**config.mk**
```make
export PLATFORM = sky130hd
export DESIGN_NAME = lvds_rx_sched
export DESIGN_NICKNAME = d
export VERILOG_FILES = /design/src/rtl/lvds_rx_pkg.sv /design/src/rtl/lvds_rx_chan_buf.sv /design/src/rtl/lvds_rx_fifo.sv /design/src/rtl/lvds_rx_sched.sv
export SDC_FILE = /design/constraint.sdc
export NUM_CORES = 1
export LEC_CHECK = 0
export ABC_AREA = 1
export BUFFER_PORTS_ARGS = -buffer_cell sky130_fd_sc_hd__clkbuf_2
export CELL_PAD_IN_SITES_DETAIL_PLACEMENT = 1
export CELL_PAD_IN_SITES_GLOBAL_PLACEMENT = 2
export CORE_MARGIN = 8
export CORE_UTILIZATION = 31
export CTS_CLUSTER_SIZE = 20
export DETAILED_ROUTE_END_ITERATION = 16
export HOLD_SLACK_MARGIN = 0.1
export PLACE_DENSITY = 0.84
export SLEW_MARGIN = 20
export SYNTH_ARGS = -nofsm -noshare
export SYNTH_HDL_FRONTEND = slang
export SYNTH_HIERARCHICAL = 1
export SYNTH_SLANG_ARGS = --single-unit
```
**constraint.sdc**
```tcl
create_clock -name i_ddr_clk -period 2.2 [get_ports i_ddr_clk]
set_clock_uncertainty 0.05 [all_clocks]
set_input_delay 0.11 -clock i_ddr_clk [delete_from_list [all_inputs] [get_ports i_ddr_clk]]
set_output_delay 0.11 -clock i_ddr_clk [all_outputs]
set_load 0.005 [all_outputs]
```
**src/rtl/lvds_rx_pkg.sv**
```systemverilog
// Shared encodings for the dual-channel LVDS sample scheduler.
// No logic of its own.
// No backpressure.
package lvds_rx_pkg;

    typedef enum logic [1:0] {
        SCHED_IDLE  = 2'b00,
        SCHED_RUN   = 2'b01,
        SCHED_DRAIN = 2'b11
    } sched_state_e;

    localparam logic CH_09 = 1'b0;
    localparam logic CH_24 = 1'b1;

    localparam int OVF_CNT_W = 16;

endpackage

```
**src/rtl/lvds_rx_chan_buf.sv**
```systemverilog
// One receive channel: word buffer, drop statistics and link-lock watchdog.
// Latency: a buffered word is poppable the cycle after its push.
// Backpressure: none upstream; a push into a full buffer with no pop is dropped and counted.
module lvds_rx_chan_buf
    import lvds_rx_pkg::*;
#(
    parameter int BUF_DEPTH    = 2,
    parameter int LOCK_WORDS   = 4,
    parameter int LOCK_TIMEOUT = 40
) (
    input  logic                 clk,
    input  logic                 rst_n,
    input  logic                 enable,
    input  logic                 push_raw,
    input  logic                 accept,
    input  logic [31:0]          push_dat,
    input  logic                 pop,
    input  logic                 clear_stats,
    output logic                 empty,
    output logic [31:0]          rd_dat,
    output logic                 locked,
    output logic                 overflow,
    output logic [OVF_CNT_W-1:0] ovf_count
);

    localparam int GAP_W = $clog2(LOCK_TIMEOUT + 1);
    localparam int OT_W  = $clog2(LOCK_WORDS + 1);
    localparam logic [GAP_W-1:0] GAP_MAX = GAP_W'(LOCK_TIMEOUT);
    localparam logic [OT_W-1:0]  OT_MAX  = OT_W'(LOCK_WORDS);

    logic                 full;
    logic                 drop;
    logic [OVF_CNT_W-1:0] ovf_cnt_q, ovf_cnt_d;
    logic                 ovf_flag_q, ovf_flag_d;
    logic [GAP_W-1:0]     gap_q, gap_d;
    logic [OT_W-1:0]      ontime_q, ontime_d;

    lvds_rx_fifo #(
        .W     (32),
        .DEPTH (BUF_DEPTH)
    ) u_fifo (
        .clk    (clk),
        .rst_n  (rst_n),
        .wr_vld (accept),
        .wr_dat (push_dat),
        .rd_rdy (pop),
        .rd_dat (rd_dat),
        .full   (full),
        .empty  (empty)
    );

    assign drop = accept && full && !pop;

    // Clear is applied first so a coincident drop lands on a zeroed counter.
    always_comb begin
        ovf_cnt_d  = ovf_cnt_q;
        ovf_flag_d = ovf_flag_q;
        if (clear_stats) begin
            ovf_cnt_d  = '0;
            ovf_flag_d = 1'b0;
        end
        if (drop) begin
            ovf_flag_d = 1'b1;
            if (ovf_cnt_d != '1) begin
                ovf_cnt_d = ovf_cnt_d + OVF_CNT_W'(1);
            end
        end
    end

    // Lock follows raw input pushes, so buffer drops never affect it.
    always_comb begin
        gap_d    = gap_q;
        ontime_d = ontime_q;
        if (push_raw) begin
            gap_d = '0;
        end else if (gap_q != GAP_MAX) begin
            gap_d = gap_q + GAP_W'(1);
        end
        if (!enable || (gap_d == GAP_MAX)) begin
            ontime_d = '0;
        end else if (push_raw && (gap_q < GAP_MAX) && (ontime_q != OT_MAX)) begin
            ontime_d = ontime_q + OT_W'(1);
        end
    end

    always_ff @(posedge clk or negedge rst_n) begin
        if (!rst_n) begin
            ovf_cnt_q  <= '0;
            ovf_flag_q <= 1'b0;
            gap_q      <= '0;
            ontime_q   <= '0;
        end else begin
            ovf_cnt_q  <= ovf_cnt_d;
            ovf_flag_q <= ovf_flag_d;
            gap_q      <= gap_d;
            ontime_q   <= ontime_d;
        end
    end

    assign locked    = (ontime_q == OT_MAX);
    assign overflow  = ovf_flag_q;
    assign ovf_count = ovf_cnt_q;

endmodule

```
**src/rtl/lvds_rx_fifo.sv**
```systemverilog
// Small synchronous FIFO with first-word fall-through read data.
// Latency: a write is visible on rd_dat the cycle after it is accepted.
// Backpressure: a write into a full FIFO is accepted only if a read happens that cycle.
module lvds_rx_fifo #(
    parameter int W     = 32,
    parameter int DEPTH = 2
) (
    input  logic         clk,
    input  logic         rst_n,
    input  logic         wr_vld,
    input  logic [W-1:0] wr_dat,
    input  logic         rd_rdy,
    output logic [W-1:0] rd_dat,
    output logic         full,
    output logic         empty
);

    localparam int AW = (DEPTH > 1) ? $clog2(DEPTH) : 1;

    logic [W-1:0]  mem_q [DEPTH];
    logic [W-1:0]  mem_d [DEPTH];
    logic [AW-1:0] wr_ptr_q, wr_ptr_d;
    logic [AW-1:0] rd_ptr_q, rd_ptr_d;
    logic [AW:0]   cnt_q, cnt_d;
    logic          wr_en, rd_en;

    assign empty  = (cnt_q == '0);
    assign full   = (cnt_q == (AW+1)'(DEPTH));
    assign rd_en  = rd_rdy && !empty;
    assign wr_en  = wr_vld && (!full || rd_en);
    assign rd_dat = mem_q[rd_ptr_q];

    always_comb begin
        mem_d    = mem_q;
        wr_ptr_d = wr_ptr_q;
        rd_ptr_d = rd_ptr_q;
        cnt_d    = cnt_q;
        if (wr_en) begin
            mem_d[wr_ptr_q] = wr_dat;
            wr_ptr_d        = wr_ptr_q + AW'(1);
        end
        if (rd_en) begin
            rd_ptr_d = rd_ptr_q + AW'(1);
        end
        if (wr_en && !rd_en) begin
            cnt_d = cnt_q + (AW+1)'(1);
        end else if (!wr_en && rd_en) begin
            cnt_d = cnt_q - (AW+1)'(1);
        end
    end

    always_ff @(posedge clk or negedge rst_n) begin
        if (!rst_n) begin
            for (int i = 0; i < DEPTH; i++) begin
                mem_q[i] <= '0;
            end
            wr_ptr_q <= '0;
            rd_ptr_q <= '0;
            cnt_q    <= '0;
        end else begin
            mem_q    <= mem_d;
            wr_ptr_q <= wr_ptr_d;
            rd_ptr_q <= rd_ptr_d;
            cnt_q    <= cnt_d;
        end
    end

endmodule

```
**src/rtl/lvds_rx_sched.sv**
```systemverilog
// Round-robin scheduler merging the sub-GHz and 2.4 GHz sample streams into one FIFO port.
// Latency: 2 cycles from input push to o_fifo_push when the buffer is empty and FIFO not full.
// Backpressure: i_fifo_full stalls all pops; per-channel buffers absorb, then drop and count.
module lvds_rx_sched
    import lvds_rx_pkg::*;
#(
    parameter int BUF_DEPTH    = 2,
    parameter int LOCK_WORDS   = 4,
    parameter int LOCK_TIMEOUT = 40,
    parameter int TAG_CHANNEL  = 1
) (
    input  logic        i_ddr_clk,
    input  logic        i_rst_b,
    input  logic [1:0]  i_ch_enable,
    input  logic        i_ch0_push,
    input  logic [31:0] i_ch0_data,
    input  logic        i_ch1_push,
    input  logic [31:0] i_ch1_data,
    input  logic        i_fifo_full,
    input  logic        i_clear_stats,
    output logic        o_fifo_push,
    output logic [31:0] o_fifo_data,
    output logic [1:0]  o_ch_locked,
    output logic [1:0]  o_overflow,
    output logic [15:0] o_ch0_ovf_count,
    output logic [15:0] o_ch1_ovf_count,
    output logic [1:0]  o_state
);

    sched_state_e state_q, state_d;
    logic         rr_last_q, rr_last_d;
    logic         fifo_push_q, fifo_push_d;
    logic [31:0]  fifo_data_q, fifo_data_d;

    logic [1:0]   push_raw;
    logic [1:0]   accept;
    logic [1:0]   empty;
    logic [1:0]   pop;
    logic         sel;
    logic [31:0]  ch0_rd_dat, ch1_rd_dat;
    logic [31:0]  word;
    logic [31:0]  out_word;

    assign push_raw = {i_ch1_push, i_ch0_push};
    assign accept   = push_raw & i_ch_enable & {2{state_q == SCHED_RUN}};

    lvds_rx_chan_buf #(
        .BUF_DEPTH    (BUF_DEPTH),
        .LOCK_WORDS   (LOCK_WORDS),
        .LOCK_TIMEOUT (LOCK_TIMEOUT)
    ) u_ch0 (
        .clk         (i_ddr_clk),
        .rst_n       (i_rst_b),
        .enable      (i_ch_enable[0]),
        .push_raw    (push_raw[0]),
        .accept      (accept[0]),
        .push_dat    (i_ch0_data),
        .pop         (pop[0]),
        .clear_stats (i_clear_stats),
        .empty       (empty[0]),
        .rd_dat      (ch0_rd_dat),
        .locked      (o_ch_locked[0]),
        .overflow    (o_overflow[0]),
        .ovf_count   (o_ch0_ovf_count)
    );

    lvds_rx_chan_buf #(
        .BUF_DEPTH    (BUF_DEPTH),
        .LOCK_WORDS   (LOCK_WORDS),
        .LOCK_TIMEOUT (LOCK_TIMEOUT)
    ) u_ch1 (
        .clk         (i_ddr_clk),
        .rst_n       (i_rst_b),
        .enable      (i_ch_enable[1]),
        .push_raw    (push_raw[1]),
        .accept      (accept[1]),
        .push_dat    (i_ch1_data),
        .pop         (pop[1]),
        .clear_stats (i_clear_stats),
        .empty       (empty[1]),
        .rd_dat      (ch1_rd_dat),
        .locked      (o_ch_locked[1]),
        .overflow    (o_overflow[1]),
        .ovf_count   (o_ch1_ovf_count)
    );

    // The pointer only moves on contested pops; uncontested pops leave fairness untouched.
    always_comb begin
        pop       = 2'b00;
        sel       = CH_09;
        rr_last_d = rr_last_q;
        if (!i_fifo_full && !(&empty)) begin
            if (!empty[0] && !empty[1]) begin
                sel       = ~rr_last_q;
                rr_last_d = ~rr_last_q;
            end else if (!empty[1]) begin
                sel = CH_24;
            end else begin
                sel = CH_09;
            end
            pop[sel] = 1'b1;
        end
    end

    assign word     = (sel == CH_24) ? ch1_rd_dat : ch0_rd_dat;
    assign out_word = (TAG_CHANNEL != 0) ? {sel, word[30:0]} : word;

    always_comb begin
        fifo_push_d = |pop;
        fifo_data_d = (|pop) ? out_word : fifo_data_q;
    end

    always_comb begin
        state_d = state_q;
        case (state_q)
            SCHED_IDLE: begin
                if (|i_ch_enable) state_d = SCHED_RUN;
            end
            SCHED_RUN: begin
                if (i_ch_enable == 2'b00) state_d = (&empty) ? SCHED_IDLE : SCHED_DRAIN;
            end
            SCHED_DRAIN: begin
                if (|i_ch_enable)  state_d = SCHED_RUN;
                else if (&empty)   state_d = SCHED_IDLE;
            end
            default: state_d = SCHED_IDLE;
        endcase
    end

    // rr_last resets to ch1 so the first contested pop goes to ch0.
    always_ff @(posedge i_ddr_clk or negedge i_rst_b) begin
        if (!i_rst_b) begin
            state_q     <= SCHED_IDLE;
            rr_last_q   <= CH_24;
            fifo_push_q <= 1'b0;
            fifo_data_q <= '0;
        end else begin
            state_q     <= state_d;
            rr_last_q   <= rr_last_d;
            fifo_push_q <= fifo_push_d;
            fifo_data_q <= fifo_data_d;
        end
    end

    assign o_fifo_push = fifo_push_q;
    assign o_fifo_data = fifo_data_q;
    assign o_state     = state_q;

endmodule

```
### After elaboration in Yosys (flattened, before gate mapping)

Cells that the tools add are included.

| cells by class | value |
|---|---|
| $add $sub $neg | 14 |
| magnitude comparators | 10 |
| eq/ne operators | 17 |
| muxes and demuxes | 47 |
| bitwise gates (word level) | 7 |
| reduce and logical (&&, ||, !) cells | 54 |

Operators by type and width:

| cell | number |
|---|---|
| $mux W31 | 7 |
| $bwmux W64 | 2 |
| $mux W16 | 6 |
| $demux W32 S1 | 2 |
| $mux W32 | 2 |
| $add A16 B1 Y16 const B | 2 |
| $ne A16 B16 Y1 const B | 2 |
| $mux W6 | 4 |
| $logic_and A1 B1 Y1 | 21 |
| $mux W2 | 10 |
| $logic_not A1 Y1 | 14 |
| $add A6 B1 Y6 const B | 2 |
| $eq A6 B6 Y1 const B | 2 |
| $lt A6 B6 Y1 const B | 2 |
| $mux W3 | 4 |
| $ne A6 B6 Y1 const B | 2 |
| $reduce_bool A2 Y1 | 6 |
| $ne A3 B3 Y1 const B | 3 |
| $ge A2 B2 Y1 const B | 4 |
| $logic_not A2 Y1 | 4 |
| $mux W1 | 8 |
| $not A1 Y2 | 4 |
| $add A3 B1 Y3 const B | 2 |
| $eq A2 B2 Y1 const B | 3 |
| 18 further kinds | 31 |

| storage, ports and cells | value |
|---|---|
| register bits after elaboration | 224 |
| input bits | 72 |
| output and inout port bits | 71 |
| logic and storage cells | 171 |

### Depth between registers and ports, before layout

| depth | value |
|---|---|
| word-level depth | 17 |
| gate-level depth with buffers | 17 |
| depth with buffers taken out | 15 |

### Cells and area by module

Netlist, hierarchy kept.

By module, submodules not included:

| module | times used | cells an instance | area each (sq um) | seq. area each (sq um) |
|---|---|---|---|---|
| lvds_rx_chan_buf | 2 | 263 | 1873.0 | 650.6 |
| lvds_rx_fifo (u_ch1.u_fifo) | 1 | 416 | 3291.9 | 1701.6 |
| lvds_rx_fifo (u_ch0.u_fifo) | 1 | 416 | 3289.4 | 1701.6 |
| lvds_rx_sched | 1 | 281 | 1971.9 | 902.1 |

### Least setup slack after synthesis

Ideal clock, no wire load.

| timing | value |
|---|---|
| path type | reg-to-reg |
| start | register u_ch1.u_fifo.cnt_q[0] |
| end | register u_ch0.u_fifo.cnt_q[1] |
| library setup time | 0.117 ns |
| arrival | 2.085 ns |
| data required time | 2.033 ns |
| path slack | -0.052 ns |
| cell stages (with the launch flop) | 16 |
| path buffers | 2 |
| clock period less this slack | 2.252 ns |
| path through | dfrtp_1 -> nor2_1 -> nand2_2 -> nand2_4 -> a21oi_2 -> buf_6 -> inv_1 -> nand3_4 -> buf_8 -> nand2_1 -> inv_1 -> ha_1 -> inv_1 -> nand3_1 -> nand2_1 -> nand2_1 |

| between the ends | value |
|---|---|
| word-level cells in the longest chain between the ends | 16 |
| elaborated cells on any way between the ends | 24 |
| classes of those cells | order compare: 2; mux: 7; reduce/logical: 15 |

RTL lines:

| item | RTL line | source |
|---|---|---|
| start, declared | lvds_rx_fifo.sv:24 | `logic [AW:0] cnt_q, cnt_d;` |
| start signal, assigned | lvds_rx_fifo.sv:64 | `cnt_q <= cnt_d;` |
| $logic_not A2 Y1 (*) | lvds_rx_fifo.sv:27 | `assign empty = (cnt_q == '0);` |
| named net empty[1] | lvds_rx_sched.sv:37 | `logic [1:0] empty;` |
| $logic_not A1 Y1 | lvds_rx_sched.sv:93 | `if (!empty[0] && !empty[1]) begin` |
| $logic_and A1 B1 Y1 | lvds_rx_sched.sv:93 |  |
| $mux W1 | lvds_rx_sched.sv:93 |  |
| $mux W1 | lvds_rx_sched.sv:92 | `if (!i_fifo_full && !(&empty)) begin` |
| $lt A1 B2 Y1 (implied by the code) / $ge A1 B1 Y1 (equally long branches) | lvds_rx_sched.sv:101 | `pop[sel] = 1'b1;` |
| $logic_and A1 B1 Y1 (implied by the code) | lvds_rx_sched.sv:101 |  |
| [2 not listed] | n/a |  |
| $mux W2 (*) | lvds_rx_sched.sv:92 |  |
| named net pop[0] | lvds_rx_sched.sv:38 | `logic [1:0] pop;` |
| $logic_and A1 B1 Y1 (*) | lvds_rx_fifo.sv:29 | `assign rd_en = rd_rdy && !empty;` |
| $logic_or A1 B1 Y1 | lvds_rx_fifo.sv:30 | `assign wr_en = wr_vld && (!full \|\| rd_en);` |
| $logic_and A1 B1 Y1 | lvds_rx_fifo.sv:30 |  |
| $logic_not A1 Y1 | lvds_rx_fifo.sv:47 | `end else if (!wr_en && rd_en) begin` |
| $logic_and A1 B1 Y1 | lvds_rx_fifo.sv:47 |  |
| $reduce_bool A2 Y1 (no line) | n/a |  |
| end signal, assigned | lvds_rx_fifo.sv:64 |  |
| end, declared | lvds_rx_fifo.sv:24 |  |

Mark *: on every way through the listed nets, which the timed path passes. The rest lies on a longest branch. The select of a mux whose other input is x is not followed.
A chain may end at the register's enable or synchronous reset.

### Final worst setup path

| timing | value |
|---|---|
| start | input i_ch0_push |
| end | register u_ch0/u_fifo/mem_q[41] (netlist name) |

| between the ends | value |
|---|---|
| word-level cells in the longest chain between the ends | 3 |

RTL lines:

| item | RTL line | source |
|---|---|---|
| start, declared | lvds_rx_sched.sv:15 | `input logic i_ch0_push,` |
| $and A2 B2 Y2 (2 in a row) | lvds_rx_sched.sv:45 | `assign accept = push_raw & i_ch_enable & {2{state_q == SCHED_RUN}};` |
| named net accept[0] | lvds_rx_sched.sv:36 | `logic [1:0] accept;` |
| $logic_and A1 B1 Y1 | lvds_rx_fifo.sv:30 |  |
| end signal, assigned | lvds_rx_fifo.sv:61 | `mem_q <= mem_d;` |
| end, declared | lvds_rx_fifo.sv:20 | `logic [W-1:0] mem_q [DEPTH];` |

The timed path passes the listed nets, and every way through them passes these cells.

==> impl_metrics.json <==
{
  "post-route-util_pct": 39.0,
  "r2r_end": "u_ch1/u_fifo/cnt_q[1]",
  "max_freq_ghz": 0.483,
  "whs_ps": 316,
  "regToRegSetupSlack_ps": 160,
  "crit_path_max_fanout": 32,
  "ant_nets": 0,
  "powerDensity_nw_per_um2": 1160,
  "clk_latency_ps": 560,
  "h-tree-depth": 1,
  "cts_sinks": 220,
  "critPathCaptureType": "register",
  "grt_setup_unrepaired": "false",
  "syn2layout_area_growth_pct": 24.2,
  "cp_cell_sequence": "dlygate4sd3_1 -> clkbuf_2 -> nand2_1 -> dlygate4sd3_1 -> nor2_4 -> buf_4 -> nand3_2 -> buf_4 -> nand2_1 -> nand2_1",
  "clk_pin_slew_ps": 60,
  "required_ps": 2590,
  "cp_top_family": "buffers and inverters",
  "r2r_start": "o_state[0]",
  "slowest_delay_ps": 590,
  "p_int_w": 0.0105,
  "cts_tree": "built",
  "fin_setup_tns_ps": 0,
  "sw_frac_of_total_pct": 40.3,
  "placedCellCount": 2231,
  "period_share_pct": 94.1,
  "hold_end": "u_ch0/u_fifo/mem_q[60]",
  "post_drt_wl_per_cell_um": 16.7,
  "status": "complete, no violations",
  "num_io_pins": 143,
  "clockRootBuffer": "clkbuf_16",
  "track_usage_pct": 17.4,
  "p_leak_nw": 8.10,
  "antenna_found_initial": 2,
  "combPwrFrac_pct": 36.7,
  "min_period_ps": 2070,
  "seqPwrFrac_pct": 36.7,
  "fin_ws_ps": 130,
  "syn_nets": 1701,
  "core.rowCount": 72,
  "ir_worst_vdd_mv": 0.651,
  "hold_class": "input port to register",
  "cp.arrival_ps": 2460,
  "tightest_slew_ps": 561,
  "die_x_um": 214,
  "grt_max_degree": 60,
  "p_switching_w": 0.00706,
  "avgSynthCellArea_um2": 7.50,
  "fin_nets": 1901,
  "drt_iter0_drc": 556,
  "start_util_pct": 31.4,
  "core_area_um2": 38600,
  "place.gp.congestion": 0.807,
  "min_from": "i_ch0_data[28]",
  "setup_viol": 0,
  "cp_slowest_cell": "dlygate4sd3_1",
  "critPathBufInv": 5,
  "vias": 11265,
  "path_class": "input port to register",
  "dieHeight_um": 214,
  "slew_headroom_pct": 62.6,
  "dieArea_um2": 45700,
  "drive_gt1_share_pct": 18.0,
  "synth_cells": 1617,
  "io_buffers": 140,
  "r2r_cells": 11,
  "holdPathStages": 4,
  "ys_warn_count": 6,
  "grt_pass1_wl_mm": 64.0,
  "clock_path_buffers": 3,
  "drtPass1Iterations": 4,
  "hpwl_mm": 27.4,
  "setup.worst_path.start_class": "input port",
  "grt_pass1_vias": 12013,
  "finalHoldViolCount": 0,
  "synth_area_um2": 12100,
  "maxCapViolCount": 0,
  "stdcell_count": 2357,
  "drc": 0,
  "viasPerCell": 4.78,
  "grt.overflow.total": 0,
  "drv_slew": 0,
  "cts_made_buffers": 27,
  "clkPwrFrac_pct": 26.6,
  "totalWireLength_mm": 39.3,
  "pre_cts_ws_ps": 92.9,
  "crit_top_cell": "nand2_1"
}
==> worst max-delay path by stage <==
| stage | from | to | slack, ps | depth (start not counted) |
|---|---|---|---|---|
| final | i_ch0_push | u_ch0/u_fifo/mem_q[41] | 130 | 10 |
| after global routing | o_state[0] | u_ch1/u_fifo/cnt_q[1] | 9 | 11 |
| after CTS | u_ch0/u_fifo/cnt_q[0] | u_ch1/u_fifo/mem_q[12] | 70 | 10 |
| after detailed placement | u_ch0/u_fifo/cnt_q[0] | u_ch1/u_fifo/mem_q[5] | 90 | 10 |
| after global placement | u_ch0/u_fifo/cnt_q[0] | u_ch1/u_fifo/cnt_q[1] | 160 | 14 |
| after floorplan | u_ch1/u_fifo/cnt_q[0] | u_ch1/u_fifo/cnt_q[1] | 30 | 15 |
==> power by group through the flow <==
stage          sequential [W]  combinational (W)  clock, W
6_report              0.00642            0.00643   0.00467
5_1_grt               0.00660            0.00735   0.00496
3_5_place_dp          0.00648            0.00638         0
4_1_cts               0.00642            0.00653   0.00482
3_3_place_gp          0.00642            0.00620         0
2_1_floorplan         0.00621            0.00439         0
==> area by class of cell <==
cell class	count	area [µm²]
sequential	220	5510
fill	4799	23600
clock inverter	12	130
multi-input combinational	1143	5420
clock buffer	37	803
tap	518	648
inverter	166	633
antenna	2	5.00
timing repair buffer	259	1900
==> stage by stage <==
step,total power [W],instance area [µm²]
final,0.0175,15100
after global routing,0.0189,15100
after CTS,0.0178,15000
after detailed placement,0.0129,13400
after global placement,0.0126,13400
after floorplan,0.0106,12100
==> worst register-to-register path: stages (launching register included) <==
cell     delay [ps]
dfrtp_1         370
inv_1            60
or2_2           320
nor2_4          140
buf_4           290
nand2_1         120
inv_1            70
ha_1            240
inv_1            80
nand3_1          80
nand2_1          60
nand2_1          50
==> placed cells by master, fill, tap and decap left out, types with 15 or more instances in the layout <==
cell type / n
nand3_1: 100
nor2_1: 56
inv_1: 147
nand4_1: 138
buf_4: 36
clkbuf_16: 27
clkbuf_2: 139
inv_2: 15
nand2_1: 709
dlygate4sd3_1: 72
dfrtp_1: 218
==> per-layer routing <==
metal / vias to the layer above / GRT usage, % / wire length (µm)
met3: 57 / 2.94 / 1790
met1: 5488 / 21.9 / 17200
met4: 0 / 4.35 / 931
met2: 203 / 30.6 / 19400
met5: - / 0 / 0
li1: 5517 / - / -
==> registers in the layout, indices dropped and copies added (netlist names), 2 cells and up <==
name                cells
u_ch1/gap_q             6
u_ch0/gap_q             6
u_ch0/u_fifo/cnt_q      2
o_fifo_data            32
u_ch0/ovf_count        16
o_state                 2
u_ch0/u_fifo/mem_q     62
u_ch1/u_fifo/cnt_q      2
u_ch0/ontime_q          3
u_ch1/ontime_q          3
u_ch1/u_fifo/mem_q     62
u_ch1/ovf_count        16
==> repair_timing <==
item                       4_1_cts  5_1_grt
hold buffers                    72        0
gates resized for setup          0        4
setup endpoints to repair        0       47
buffers inserted                 0        3
hold endpoints to repair       379        0
(Power assumes the default switching activity.)
